==> src/rtl/calc_pkg.sv <==
// Shared definitions for the RPN calculator: token codes, FSM states, default sizes.
package calc_pkg;

    localparam int unsigned DEF_WIDTH = 16;
    localparam int unsigned DEF_DEPTH = 8;

    localparam logic [3:0] TOK_ADD   = 4'hA;
    localparam logic [3:0] TOK_SUB   = 4'hB;
    localparam logic [3:0] TOK_MUL   = 4'hC;
    localparam logic [3:0] TOK_DROP  = 4'hD;
    localparam logic [3:0] TOK_ENTER = 4'hE;
    localparam logic [3:0] TOK_CLEAR = 4'hF;

    typedef enum logic [1:0] {
        ST_IDLE  = 2'd0,
        ST_ENTRY = 2'd1,
        ST_EXEC  = 2'd2
    } state_t;

    function automatic logic is_digit(input logic [3:0] tok);
        return tok <= 4'd9;
    endfunction

endpackage

==> src/rtl/rpn_stack_mem.sv <==
// LIFO storage for the RPN engine: register array plus occupancy pointer.
module rpn_stack_mem
    import calc_pkg::*;
#(
    parameter int unsigned WIDTH = DEF_WIDTH,
    parameter int unsigned DEPTH = DEF_DEPTH
) (
    input  logic                       clk,
    input  logic                       rst,
    input  logic                       clear,
    input  logic                       push,
    input  logic                       pop,
    input  logic                       replace,
    input  logic [WIDTH-1:0]           wdata,
    output logic [WIDTH-1:0]           top_c,
    output logic [WIDTH-1:0]           next_c,
    output logic [$clog2(DEPTH):0]     count,
    output logic                       full_c,
    output logic                       empty_c
);

    localparam int unsigned AW = $clog2(DEPTH);
    localparam int unsigned PW = AW + 1;

    logic [WIDTH-1:0] mem_q [DEPTH];
    logic [PW-1:0]    ptr_q, ptr_d;
    logic             push_ok_c, pop_ok_c, we_c;
    logic [AW-1:0]    waddr_c;

    assign full_c  = (ptr_q == PW'(DEPTH));
    assign empty_c = (ptr_q == '0);
    assign top_c   = mem_q[AW'(ptr_q - PW'(1))];
    assign next_c  = mem_q[AW'(ptr_q - PW'(2))];
    assign count   = ptr_q;

    // Replace with pop overwrites the entry that becomes the new top.
    always_comb begin
        push_ok_c = push && !full_c;
        pop_ok_c  = pop && !empty_c;
        ptr_d     = ptr_q;
        if (clear) begin
            ptr_d = '0;
        end else if (push_ok_c && !pop_ok_c) begin
            ptr_d = ptr_q + PW'(1);
        end else if (pop_ok_c && !push_ok_c) begin
            ptr_d = ptr_q - PW'(1);
        end
        we_c    = !clear && (push_ok_c || replace);
        waddr_c = push_ok_c ? AW'(ptr_q) : AW'(ptr_d - PW'(1));
    end

    always_ff @(posedge clk) begin
        if (rst) begin
            ptr_q <= '0;
        end else begin
            ptr_q <= ptr_d;
        end
    end

    always_ff @(posedge clk) begin
        if (we_c) begin
            mem_q[waddr_c] <= wdata;
        end
    end

endmodule

==> src/rtl/rpn_stack_engine.sv <==
// RPN calculator core: keypad token FSM driving a LIFO operand stack.
// Define RPN_STACK_MUL_EN to build the multiplier; otherwise token C is a no-op.
module rpn_stack_engine
    import calc_pkg::*;
#(
    parameter int unsigned WIDTH = DEF_WIDTH,
    parameter int unsigned DEPTH = DEF_DEPTH
) (
    input  logic                   clk,
    input  logic                   rst,
    input  logic [3:0]             token,
    input  logic                   token_valid,
    output logic [WIDTH-1:0]       top,
    output logic [$clog2(DEPTH):0] depth,
    output logic                   entering,
    output logic                   busy,
    output logic                   err_overflow,
    output logic                   err_underflow
);

    localparam int unsigned PW = $clog2(DEPTH) + 1;
`ifdef RPN_STACK_MUL_EN
    localparam bit MUL_EN = 1'b1;
`else
    localparam bit MUL_EN = 1'b0;
`endif

    state_t           state_q, state_d;
    logic [WIDTH-1:0] entry_q, entry_d;
    logic [3:0]       op_q, op_d;
    logic             pend_q, pend_d;
    logic             tv_q, tv_d;
    logic             ovf_q, ovf_d;
    logic             unf_q, unf_d;
    logic [WIDTH-1:0] top_q, top_d;
    logic             busy_q, busy_d;
    logic             entering_q, entering_d;

    logic             accept_c, is_op_c;
    logic             push_c, pop_c, repl_c, clear_c;
    logic [WIDTH-1:0] wdata_c, res_c, tos_c, nos_c;
    logic             full_c, empty_c;
    logic [PW-1:0]    count;

    rpn_stack_mem #(.WIDTH(WIDTH), .DEPTH(DEPTH)) u_mem (
        .clk     (clk),
        .rst     (rst),
        .clear   (clear_c),
        .push    (push_c),
        .pop     (pop_c),
        .replace (repl_c),
        .wdata   (wdata_c),
        .top_c   (tos_c),
        .next_c  (nos_c),
        .count   (count),
        .full_c  (full_c),
        .empty_c (empty_c)
    );

    assign accept_c = token_valid && !tv_q && !busy_q;
    assign is_op_c  = (token == TOK_ADD) || (token == TOK_SUB) || ((token == TOK_MUL) && MUL_EN);

    // a = next, b = top; results wrap to WIDTH bits.
    always_comb begin
        res_c = '0;
        case (op_q)
            TOK_ADD: res_c = nos_c + tos_c;
            TOK_SUB: res_c = nos_c - tos_c;
`ifdef RPN_STACK_MUL_EN
            TOK_MUL: res_c = WIDTH'(nos_c * tos_c);
`endif
            default: res_c = '0;
        endcase
    end

    always_comb begin
        state_d = state_q;
        entry_d = entry_q;
        op_d    = op_q;
        pend_d  = pend_q;
        tv_d    = token_valid;
        ovf_d   = ovf_q;
        unf_d   = unf_q;
        push_c  = 1'b0;
        pop_c   = 1'b0;
        repl_c  = 1'b0;
        clear_c = 1'b0;
        wdata_c = entry_q;

        case (state_q)
            ST_IDLE: begin
                // An op that pushed a typed entry gets one settle cycle before EXEC.
                if (pend_q) begin
                    pend_d  = 1'b0;
                    state_d = ST_EXEC;
                end else if (accept_c) begin
                    if (is_digit(token)) begin
                        entry_d = WIDTH'(token);
                        state_d = ST_ENTRY;
                    end else if (token == TOK_ENTER) begin
                        if (empty_c) begin
                            unf_d = 1'b1;
                        end else if (full_c) begin
                            ovf_d = 1'b1;
                        end else begin
                            push_c  = 1'b1;
                            wdata_c = tos_c;
                        end
                    end else if (is_op_c) begin
                        op_d    = token;
                        state_d = ST_EXEC;
                    end else if (token == TOK_DROP) begin
                        if (empty_c) begin
                            unf_d = 1'b1;
                        end else begin
                            pop_c = 1'b1;
                        end
                    end
                end
            end
            ST_ENTRY: begin
                if (accept_c) begin
                    if (is_digit(token)) begin
                        entry_d = entry_q * WIDTH'(10) + WIDTH'(token);
                    end else if ((token == TOK_ENTER) || is_op_c) begin
                        if (full_c) begin
                            ovf_d = 1'b1;
                        end else begin
                            push_c = 1'b1;
                            if (is_op_c) begin
                                op_d   = token;
                                pend_d = 1'b1;
                            end
                        end
                        state_d = ST_IDLE;
                    end else if (token == TOK_DROP) begin
                        state_d = ST_IDLE;
                    end
                end
            end
            ST_EXEC: begin
                if (count < PW'(2)) begin
                    unf_d = 1'b1;
                end else begin
                    pop_c   = 1'b1;
                    repl_c  = 1'b1;
                    wdata_c = res_c;
                end
                state_d = ST_IDLE;
            end
            default: state_d = ST_IDLE;
        endcase

        if (accept_c && (token == TOK_CLEAR)) begin
            clear_c = 1'b1;
            push_c  = 1'b0;
            pop_c   = 1'b0;
            repl_c  = 1'b0;
            entry_d = '0;
            ovf_d   = 1'b0;
            unf_d   = 1'b0;
            pend_d  = 1'b0;
            state_d = ST_IDLE;
        end

        busy_d     = (state_d == ST_EXEC);
        entering_d = (state_d == ST_ENTRY);
        top_d      = (state_q == ST_ENTRY) ? entry_q : (empty_c ? '0 : tos_c);
    end

    always_ff @(posedge clk) begin
        if (rst) begin
            state_q    <= ST_IDLE;
            entry_q    <= '0;
            op_q       <= TOK_ADD;
            pend_q     <= 1'b0;
            tv_q       <= 1'b1;
            ovf_q      <= 1'b0;
            unf_q      <= 1'b0;
            top_q      <= '0;
            busy_q     <= 1'b0;
            entering_q <= 1'b0;
        end else begin
            state_q    <= state_d;
            entry_q    <= entry_d;
            op_q       <= op_d;
            pend_q     <= pend_d;
            tv_q       <= tv_d;
            ovf_q      <= ovf_d;
            unf_q      <= unf_d;
            top_q      <= top_d;
            busy_q     <= busy_d;
            entering_q <= entering_d;
        end
    end

    assign top           = top_q;
    assign depth         = count;
    assign entering      = entering_q;
    assign busy          = busy_q;
    assign err_overflow  = ovf_q;
    assign err_underflow = unf_q;

endmodule

==> config.mk <==
export PLATFORM = sky130hd
export DESIGN_NAME = rpn_stack_engine
export DESIGN_NICKNAME = d
export VERILOG_FILES = /design/src/rtl/calc_pkg.sv /design/src/rtl/rpn_stack_mem.sv /design/src/rtl/rpn_stack_engine.sv
export SDC_FILE = /design/constraint.sdc
export NUM_CORES = 1
export LEC_CHECK = 0
export CAP_MARGIN = 20
export CORE_MARGIN = 2
export CORE_UTILIZATION = 55
export CTS_BUF_LIST = sky130_fd_sc_hd__clkbuf_16
export CTS_CLUSTER_SIZE = 8
export DETAILED_ROUTE_END_ITERATION = 10
export GPL_TIMING_DRIVEN = 0
export PLACE_DENSITY = 0.69
export SKIP_LAST_GASP = 1
export SYNTH_ARGS = -nofsm -noshare
export SYNTH_HDL_FRONTEND = slang
export SYNTH_SLANG_ARGS = --single-unit
==> constraint.sdc <==
create_clock -name clk -period 9.5 [get_ports clk]
set_input_delay 1.9 -clock clk [delete_from_list [all_inputs] [get_ports clk]]
set_output_delay 1.9 -clock clk [all_outputs]
set_load 0.02 [all_outputs]
==> impl_metrics.csv <==
group,metric,value,unit
outcome,outcome,"finished, final reports clean",
timing,worst_slack,1.14,ns
setup_path,critPathCaptureType,"flip-flop",
logic_synthesis,yosys.area_share.simple,11.2,%
layout,nFillCells,1404,
timing,finalCritPeriodShare,88.0,%
logic_synthesis,synth_top_family_by_area,"multiplexers",
setup_path,timing.rr.start,"u_mem.count[1]",
global_route,grt_pass1_wl,42000,um
pwr,clkPwrFrac,45.5,%
clock_tree,cts_buffers,17,
detailed_routing,drc_errors,0,
logic_synthesis,synth-seq-area-share,46.8,%
detailed_routing,highest_layer,"met4",
clock_tree,ctsResizeCount,0,
logic_synthesis,synth_warnings,0,
timing,skew,0.0127,ns
logic_synthesis,async_flop_share,0,%
global_route,antenna_found_initial,0,
clock_tree,cts_setup_buffers,0,
logic_synthesis,synth-edff-count,128,
setup_path,worst_ep_required_time,9.68,ns
timing,hold_viol,0,
logic_synthesis,synthFlopType,"edfxtp_1",
detailed_routing,drt_iter0_drc,750,
timing,timing.fmax,120,MHz
detailed_routing,vias_per_cell,6.54,
clock_tree,clock_path_buffers,2,
clock_tree,clock_latency,0.44,ns
setup_path,startpoint,"u_mem.count[1]",
layout,syn_to_final_growth,12.4,%
logic_synthesis,syn_inst,832,
pwr,seqPwrFrac,51.9,%
setup_path,critPathKind,"flip-flop to flip-flop",
logic_synthesis,synthAdderAreaFrac,6.80,%
timing,setup_viol,0,
timing,relSlewSlack,28.1,%
clock_tree,cts_tree,"done",
placed_design,gp_congestion,0.915,
setup_path,cp-start-kind,"flip-flop",
timing,worstMarginPinSlew,1.08,ns
pwr,internal-power,0.00123,W
global_route,gr-total-overflow,0,
clock_tree,cts_root_buf,"clkbuf_16",
layout,drive_gt1_share,16.9,%
global_route,grt_pass1_vias,7304,
setup_path,worstPathArrival,8.54,ns
pwr,vdd_drop_max,125,uV
setup_path,worstReg2RegEnd,"u_mem.mem_q[4][15]",
logic_synthesis,syn-num-nets,893,
logic_synthesis,synth_mux_area_share,18.5,%
detailed_routing,dr.pass1.iters,5,
setup_path,setup.worst_path.end,"u_mem.mem_q[4][15]",
pwr,switching_power,0.000348,W
setup_path,cp_max_fo,10,
pwr,leakage,3.89,nW
clock_tree,clkTransAtPathRegs,0.07,ns
setup_path,reg2reg_slack,1.14,ns
clock_tree,htree_levels,4,
layout,mostFrequentLayoutCells,"edfxtp_1 (128), nor2_1 (79), mux4_2 (59), nand2_1 (53), ha_1 (51)",
detailed_routing,vias,7375,
logic_synthesis,synth_compound_area_share,10.1,%
logic_synthesis,synth_xor_area_share,4.13,%
worst_hold_path,min_path_type,"flip-flop to flip-flop",
die,num_rows,49,
placed_design,preCtsSetupSlack,1.33,ns
setup_path,r2r_cells,22,
layout,final_common_cell,"edfxtp_1",
logic_synthesis,syn_area_per_cell,12.3,sq um
detailed_routing,drt-met1-wl,11700,um
detailed_routing,detail-route-antenna-nets,0,
pwr,combPwrFrac,2.6,%
timing,totalNegativeSetupSlack,0,ns
die,die_w,141,um
pwr,switching_share,22.1,%
clock_tree,clock_sinks,176,
pwr,p_per_area,136,nW/um^2
timing,rsz0062_at_grt,"no",
die,die_h,141,um
detailed_routing,wl_per_cell,23.9,um
detailed_routing,dr_wl_met2,13100,um
detailed_routing,route.met3.wl,1610,um
placed_design,place_hpwl,19600,um
layout,nNetsFinal,947,
logic_synthesis,synth_seq_cells,176,
layout,diodes,0,
die,die-area,19800,sq um
job,drv_cap,0,
die,core,18100,sq um
logic_synthesis,synth_cell_type_count,69,
detailed_routing,wirelength,27000,um
global_route,grtUsageTotal,28.2,%
die,io_pins,31,
timing,slew_violations,0,
die,initial_core_util,56.6,%
timing,min_period,8.36,ns
logic_synthesis,syn_area,10300,sq um
clock_tree,hold_buffers,0,
global_route,grt_start_max_net_pins,18,
placed_design,portBuffers,30,
## power groups by stage
| stage | logic, W | clock network [W] | registers, W |
|---|---|---|---|
| after global placement | 0.0000388 | 0 | 0.000835 |
| after floorplan | 0.0000259 | 0 | 0.000834 |
| after detailed placement | 0.0000399 | 0 | 0.000835 |
| after CTS | 0.0000401 | 0.000719 | 0.000818 |
| final | 0.0000409 | 0.000716 | 0.000818 |
| after global routing | 0.0000445 | 0.000753 | 0.000817 |
## how the worst min path moves through the flow
| stage | startpoint | end | depth (start not counted) | slack, ns |
|---|---|---|---|---|
| floorplan | op_q[3] | op_q[3] | 1 | 0.41 |
| global placement | op_q[2] | op_q[2] | 2 | 0.42 |
| detailed placement | op_q[2] | op_q[2] | 2 | 0.42 |
| CTS | op_q[2] | op_q[2] | 2 | 0.44 |
| global route | op_q[2] | op_q[2] | 2 | 0.46 |
| finish | op_q[2] | op_q[2] | 2 | 0.43 |
## per-stage QoR
stage,area [sq um],utilization [%],std cells,power (W),hold slack (ns)
global route,11500,63.6,1128,0.00161,0.457
finish,11500,63.6,1128,0.00157,0.431
floorplan,10300,-,832,0.000860,0.408
detailed placement,10900,60.3,1096,0.000875,0.424
CTS,11500,63.6,1128,0.00158,0.435
global placement,10900,59.8,1091,0.000874,0.415
## cells by family (layout without fill, tap and decap cells)
kind of cell             count (synthesis)  count (layout)
flip-flops                             176             176
XOR/XNOR                                46              46
multiplexers                           102             102
buffers and inverters                   58             125
AO/OA/AOI/OAI                          157             157
adder cells (fa/ha/maj)                 54              54
AND/OR/NAND/NOR                        239             239
## final cells by class
class | instances | area (sq um) | share of cell area (%)
Multi-Input combinational cell | 598 | 5230 | 45.3
Sequential cell | 176 | 4800 | 41.6
Clock inverter | 15 | 173 | 1.50
Inverter | 22 | 82.6 | 0.716
Tap cell | 229 | 287 | 2.48
Clock buffer | 17 | 425 | 3.69
Buffer | 36 | 165 | 1.43
Timing Repair Buffer | 35 | 375 | 3.25
## Yosys cell counts (all sizes together), types with 2 or more instances
cell	instances	share of area, %
a211oi	8	0.59
o31ai	4	0.29
a21oi	33	1.6
nor3b	5	0.37
xnor2	25	2.1
inv	22	0.80
o41ai	5	0.43
mux2i	18	2.1
a2111oi	2	0.17
and2	9	0.55
ha	51	6.2
o22ai	2	0.12
a21o	6	0.44
dfxtp	48	9.4
or2	4	0.24
mux2	20	2.2
mux4	64	14
o221ai	12	1.0
nor2	80	3.0
nand2b	8	0.49
a22oi	16	1.2
nor4	3	0.18
o211ai	4	0.29
a31oi	4	0.24
nand2	53	1.9
or3	9	0.55
o21ai	37	1.8
a21boi	2	0.15
a221oi	3	0.26
xor2	20	1.8
nand3	21	1.0
clkbuf	21	0.77
and3	5	0.30
o2111ai	2	0.17
or4	3	0.26
buf	15	0.84
o21a	8	0.59
nor2b	12	0.73
nand4	3	0.24
nor3	19	0.93
fa	3	0.59
edfxtp	128	37
## routing by layer
| metal | vias to the layer above | global-route usage (%) |
|---|---|---|
| li1 | 3347 | - |
| met1 | 3684 | 38.4 |
| met2 | 307 | 48.2 |
| met3 | 37 | 3.23 |
| met4 | 0 | 8.58 |
| met5 | - | 0 |
## flip-flops by register name (all words and copies together) (netlist names)
register       count
op_q               4
entry_q           16
err_overflow       1
entering           1
state_q            2
u_mem.mem_q      128
busy               1
top               16
err_underflow      1
tv_q               1
pend_q             1
u_mem.count        4
## worst max-delay path: stages (launching register included)
cell	delay (ns)
dfxtp_1	0.50
buf_1	0.63
clkbuf_1	0.66
inv_1	0.22
ha_1	0.35
buf_2	0.30
clkbuf_1	0.63
buf_2	0.41
mux4_2	0.34
mux2i_1	0.59
nand2_1	0.30
nor2_1	0.17
a21oi_1	0.10
xor2_1	0.18
ha_1	0.34
o21a_1	0.12
o21ai_1	0.20
a211oi_1	0.12
o41ai_1	0.53
o21ai_1	0.20
o41ai_1	0.30
xnor3_1	0.45
o21ai_1	0.44
No activity file was read; power rests on OpenSTA's default activity.
==> edit 1, RTL diff (same flow settings) <==
`DEF_WIDTH`: 16 -> 12.
--- a/src/rtl/calc_pkg.sv
+++ b/src/rtl/calc_pkg.sv
@@ -2,5 +2,5 @@
 package calc_pkg;
 
-    localparam int unsigned DEF_WIDTH = 16;
+    localparam int unsigned DEF_WIDTH = 12;
     localparam int unsigned DEF_DEPTH = 8;
 
Ports: changed (resized top); port bits go from 31 to 27. The function was not compared with the original's and may differ.
==> edit 1 against the original RTL <==
- setup slack better by 1700 ps
- hold slack better by 19 ps
- critical path type is now input port to flip-flop
- final area is 22% lower
- critical path depth down 5
- die area shrank 22%
- sequential cell count shrank 40
- power down 18%
- via count shrank 24%
- wire length decreased by 28%
- non-clock buffer count is 16 lower
- synthesized cell count shrank 23%
- synthesized area decreased by 22%
==> edit 1: results (changes against the original RTL) <==
Routing
  • DR WL met3: 1.23 mm (-24%)
  • Via density: 6.37 (-2.5%)
  • Initial DRC Count: 518 (-31%)
  • DR WL met2: 9.35 mm (-29%)

Logic synthesis
  • Sequential share of the synthesized area: 46.2% (-0.57 points)
  • Top cells by area, synth: edfxtp_1 (36%), mux4_2 (10%), dfxtp_1 (10%)
  • Syn nets: 693 (-22%)
  • Post-synth top cells: edfxtp_1 (96), nor2_1 (73), dfxtp_1 (40), ha_1 (40), mux4_2 (36)
  • Cell count after synthesis: 643 (-23%)

Final layout
  • Final non-clock buffer share: 4.61% (-0.077 points)
  • Multi-input logic area: 4060 um^2 (-22%)
  • Multi-In Gates: 457 (-24%)
  • Post-route insts no fill: 881 (-22%)
  • Layout cells sized above 1: 15.4% (-1.5 points)
  • Fillers: 1042 (-26%)

Timing
  • Worst hold slack: 450 ps (+19.1 ps)
  • Worst Clk Skew: 11.3 ps (-1.45 ps)
  • Max-Slew Margin vs Limit: 18.3% (-9.8 points)
  • Fin crit share: 70.4% (-18 points)

Place
  • Gpl congestion: 0.931 (+1.8%)
  • I/O Buffers: 25 (-17%)
  • HPWL Detailed: 13.9 mm (-29%)
  • Dpl cells: 850 (-22%)
  • Placement Cell Area: 8470 um^2 (-23%)

Power
  • Peak VDD IR: 0.188 mV (+51%)
  • Clk power: 620 uW (-13%)
  • Leakage dissipation: 0.00314 uW (-19%)

Setup path
  • Crit path largest cell delay: 770 ps (+110 ps)
  • Critical path origin: token_valid
  • CP endpoint: u_mem.mem_q[0][7]$_DFFE_PP_
  • Slowest CP cell: and2_1
  • Crit-path max FO: 12 (+2)
  • Critical Path AT: 6740 ps (-1800 ps)

Min path
  • WHS Path Cells: 1 (-1)
  • Hold_sp: op_q[3]$_SDFFE_PP1P_
  • WHS Endpoint: op_q[3]$_SDFFE_PP1P_

Global routing
  • Global router's overall resource usage: 26.1% (-2.1 points)
  • Vias in the first global route: 5483 (-25%)
  • Met2 Track Usage GR: 42.0% (-6.2 points)
  • Met1 usage: 34.7% (-3.7 points)
  • Largest net degree at the start of global routing: 17 (-1)

Status
  • Status: completed

Floorplanning
  • Die span in x: 124 um (-12%)
-- edit 1: cell count changes after synthesis, sizes merged, moves of 6 or more --
cell / before / now
nor2: 80 / 74
mux4: 64 / 50
o221ai: 12 / 5
nand2: 53 / 35
edfxtp: 128 / 96
nor3: 19 / 11
xnor2: 25 / 19
dfxtp: 48 / 40
o21ai: 37 / 20
ha: 51 / 40
nand3: 21 / 12
-- edit 1: worst max-delay path: cells and delay by family --
family / cells / cell delay, ps
XOR/XNOR: 1 / 340
AO/OA/AOI/OAI: 4 / 830
adder cells (fa/ha/maj): 2 / 430
buffers and inverters: 3 / 960
AND/OR/NAND/NOR: 7 / 2260
-- edit 1: cells by family after synthesis --
| kind of cell | after synthesis | synth area share (%) |
|---|---|---|
| AOI/OAI and AO/OA | 114 | 9.58 |
| xor gates and xnor gates | 35 | 4.02 |
| adders and majority gates | 43 | 7.04 |
| buffers and inverters | 50 | 2.87 |
| DFF | 136 | 46.2 |
| muxes | 83 | 19.2 |
| and+or+nand+nor | 182 | 11.1 |
==> edit 2, RTL diff (config.mk and constraints unchanged) <==
Made on the original files. The output `top` loses its register stage (`top_q` becomes a continuous assignment).
--- a/src/rtl/rpn_stack_engine.sv
+++ b/src/rtl/rpn_stack_engine.sv
@@ -178,5 +178,4 @@
             ovf_q      <= 1'b0;
             unf_q      <= 1'b0;
-            top_q      <= '0;
             busy_q     <= 1'b0;
             entering_q <= 1'b0;
@@ -189,9 +188,10 @@
             ovf_q      <= ovf_d;
             unf_q      <= unf_d;
-            top_q      <= top_d;
             busy_q     <= busy_d;
             entering_q <= entering_d;
         end
     end
+
+    assign top_q = top_d;
 
     assign top           = top_q;
Formal check against the unedited RTL: not equivalent (a bounded check fails within 4 cycles, from zero or initial values and one cycle with rst high).
==> edit 2 against the original RTL <==
- setup slack gained 1200 ps
- synthesized area shrank 4.4%
- sequential cell count shrank 16
- final area shrank 3.2%
- power grew 0.17%
- wire length shrank 7.5%
- count of clock-buffer cells in the layout is the same
- synthesized cell count shrank 4.1%
- critical path type is now input port to flip-flop
==> edit 2: results (changes against the original RTL) <==
Min path
  • Hold crit path type: flip-flop to flip-flop

Place
  • Gpl congestion: 0.920 (+0.56%)
  • I/O Buffers: 29 (-3.3%)
  • Placement Cell Area: 10500 um^2 (-4.1%)
  • HPWL Detailed: 18.4 mm (-6.2%)

Logic synthesis
  • Warnings from Yosys: 0 (unchanged)
  • Sequential share of the synthesized area: 45.7% (-1.1 points)
  • Syn nets: 859 (-3.8%)
  • Top cells by area, synth: edfxtp_1 (39%), mux4_2 (15%), dfxtp_1 (6.5%)
  • Post-synthesis cell type count: 68 (-1.4%)
  • Async SR Flop Fraction: 0% (unchanged)
  • Post-synth top cells: edfxtp_1 (128), nor2_1 (78), mux4_2 (66), nand2_1 (53), ha_1 (51)
  • Post-synth EDFFs: 128 (unchanged)
  • Commonest register cell after synthesis: edfxtp_1

Setup path
  • FF-to-FF setup slack: 3170 ps (+2030 ps)
  • Crit-path max FO: 16 (+6)
  • Critical Path AT: 7170 ps (-1370 ps)

Final layout
  • Diodes inserted: 0 (unchanged)
  • Nets: 913 (-3.6%)
  • Biggest regs: u_mem.mem_q: 128 flops, entry_q: 16 flops
  • Layout cells sized above 1: 17.5% (+0.55 points)

Clocking
  • Worst-path clk slew: 60 ps
  • Worst skew pair latency: 430 ps
  • Max clock buf depth: 2 (unchanged)
  • CTS Buf Count: 17 (unchanged)
  • H-tree levels: 4 (unchanged)
  • Post-CTS setup buffer count: 0 (unchanged)
  • CTS Root Cell: clkbuf_16
  • Post-cts resize count: 0 (unchanged)

Global routing
  • Initial antenna violation count: 0 (unchanged)
  • First-pass GRT wire length: 38.6 mm (-8.2%)
  • Global router's overall resource usage: 27.8% (-0.38 points)
  • Largest net degree at the start of global routing: 17 (-1)
  • Vias in the first global route: 6962 (-4.7%)

Timing
  • Worst hold slack: 445 ps (+13.9 ps)
  • Max-Slew Margin vs Limit: 29.7% (+1.6 points)
  • Worst Clk Skew: 8.19 ps (-4.55 ps)

Routing
  • Via density: 6.47 (-1.0%)
  • DRT Pass-1 Iters: 5 (unchanged)
  • Drt wl/cell: 22.9 um (-4.3%)
  • Initial DRC Count: 723 (-3.6%)

Status
  • Status: completed

Power
  • Switch share: 20.2% (-2.0 points)
  • Peak VDD IR: 0.136 mV (+8.3%)
  • Leakage dissipation: 0.00369 uW (-5.1%)
[edit 2: cell count changes after synthesis, sizes merged, moves of 5 or more]
cell,before,now
dfxtp,48,32
mux2,20,15
nand3,21,15
nor3,19,13
xnor2,25,30
[edit 2: worst paths after layout]
path / endpoint / start / depth (start not counted)
worst max register to register: u_mem.mem_q[1][15]$_DFFE_PP_ / u_mem.count[1]$_SDFF_PP0_ / 18
worst min register to register: op_q[1]$_SDFFE_PP1P_ / op_q[1]$_SDFFE_PP1P_ / 1
worst max-delay path: u_mem.mem_q[0][5]$_DFFE_PP_ / token_valid / 17
worst min-delay path: op_q[1]$_SDFFE_PP1P_ / op_q[1]$_SDFFE_PP1P_ / 1
[edit 2: critical path: stages]
cell and delay, ps:
clkdlybuf4s50_1 470, nor3b_1 480, and3_1 320, nand3_1 190, nand3_1 340, inv_1 90, ha_1 210, clkbuf_1 210
or3b_2 470, o31ai_1 80, a21oi_1 120, or2_2 340, ha_1 230, a21oi_1 190, o21ai_1 90, a21oi_1 520
and2_1 910
[edit 2: kinds of logic after synthesis]
group / after synthesis / synth area share, %
adders and majority gates: 54 / 7.11
xor gates and xnor gates: 49 / 4.45
and+or+nand+nor: 221 / 10.8
buffers and inverters: 65 / 2.92
DFF: 160 / 45.7
AOI/OAI and AO/OA: 146 / 9.75
muxes: 103 / 19.3
[edit 2: layer usage]
| metal | vias up | global-route usage, % | routed length (um) |
|---|---|---|---|
| li1 | 3187 | - | - |
| met1 | 3501 | 37.3 | 10400 |
| met2 | 311 | 45.8 | 12000 |
| met3 | 54 | 4.34 | 1780 |
| met4 | 0 | 10.9 | 774 |
| met5 | - | 0 | 0 |
[edit 2: area by class of cell]
cell class	count	area, um^2
fillers	1281	6180
multi-input cells	573	5060
flip-flops and latches	160	4480
clock buffers	17	425
repair buffers	35	380
well taps	225	282
clock inverters	15	251
plain buffers	39	189
inverters	26	97.6
[edit 2: power by group through the flow]
stage	clock, uW	sequential, uW	combinational, uW
3_5_place_dp	0	765	33.7
5_1_grt	830	749	37.6
2_1_floorplan	0	765	22.4
6_report	793	750	34.6
4_1_cts	798	750	34.1
3_3_place_gp	0	765	32.9
[edit 2: stage by stage]
step                total power, uW  worst slack (ps)  std cells  utilization [%]
floorplan                       787              3410        798                -
global route                   1620              2010       1090             64.4
finish                         1580              2380       1090             64.4
global placement                798              1670       1052             59.9
CTS                            1580              2410       1090             64.4
detailed placement              799              1980       1058             60.5
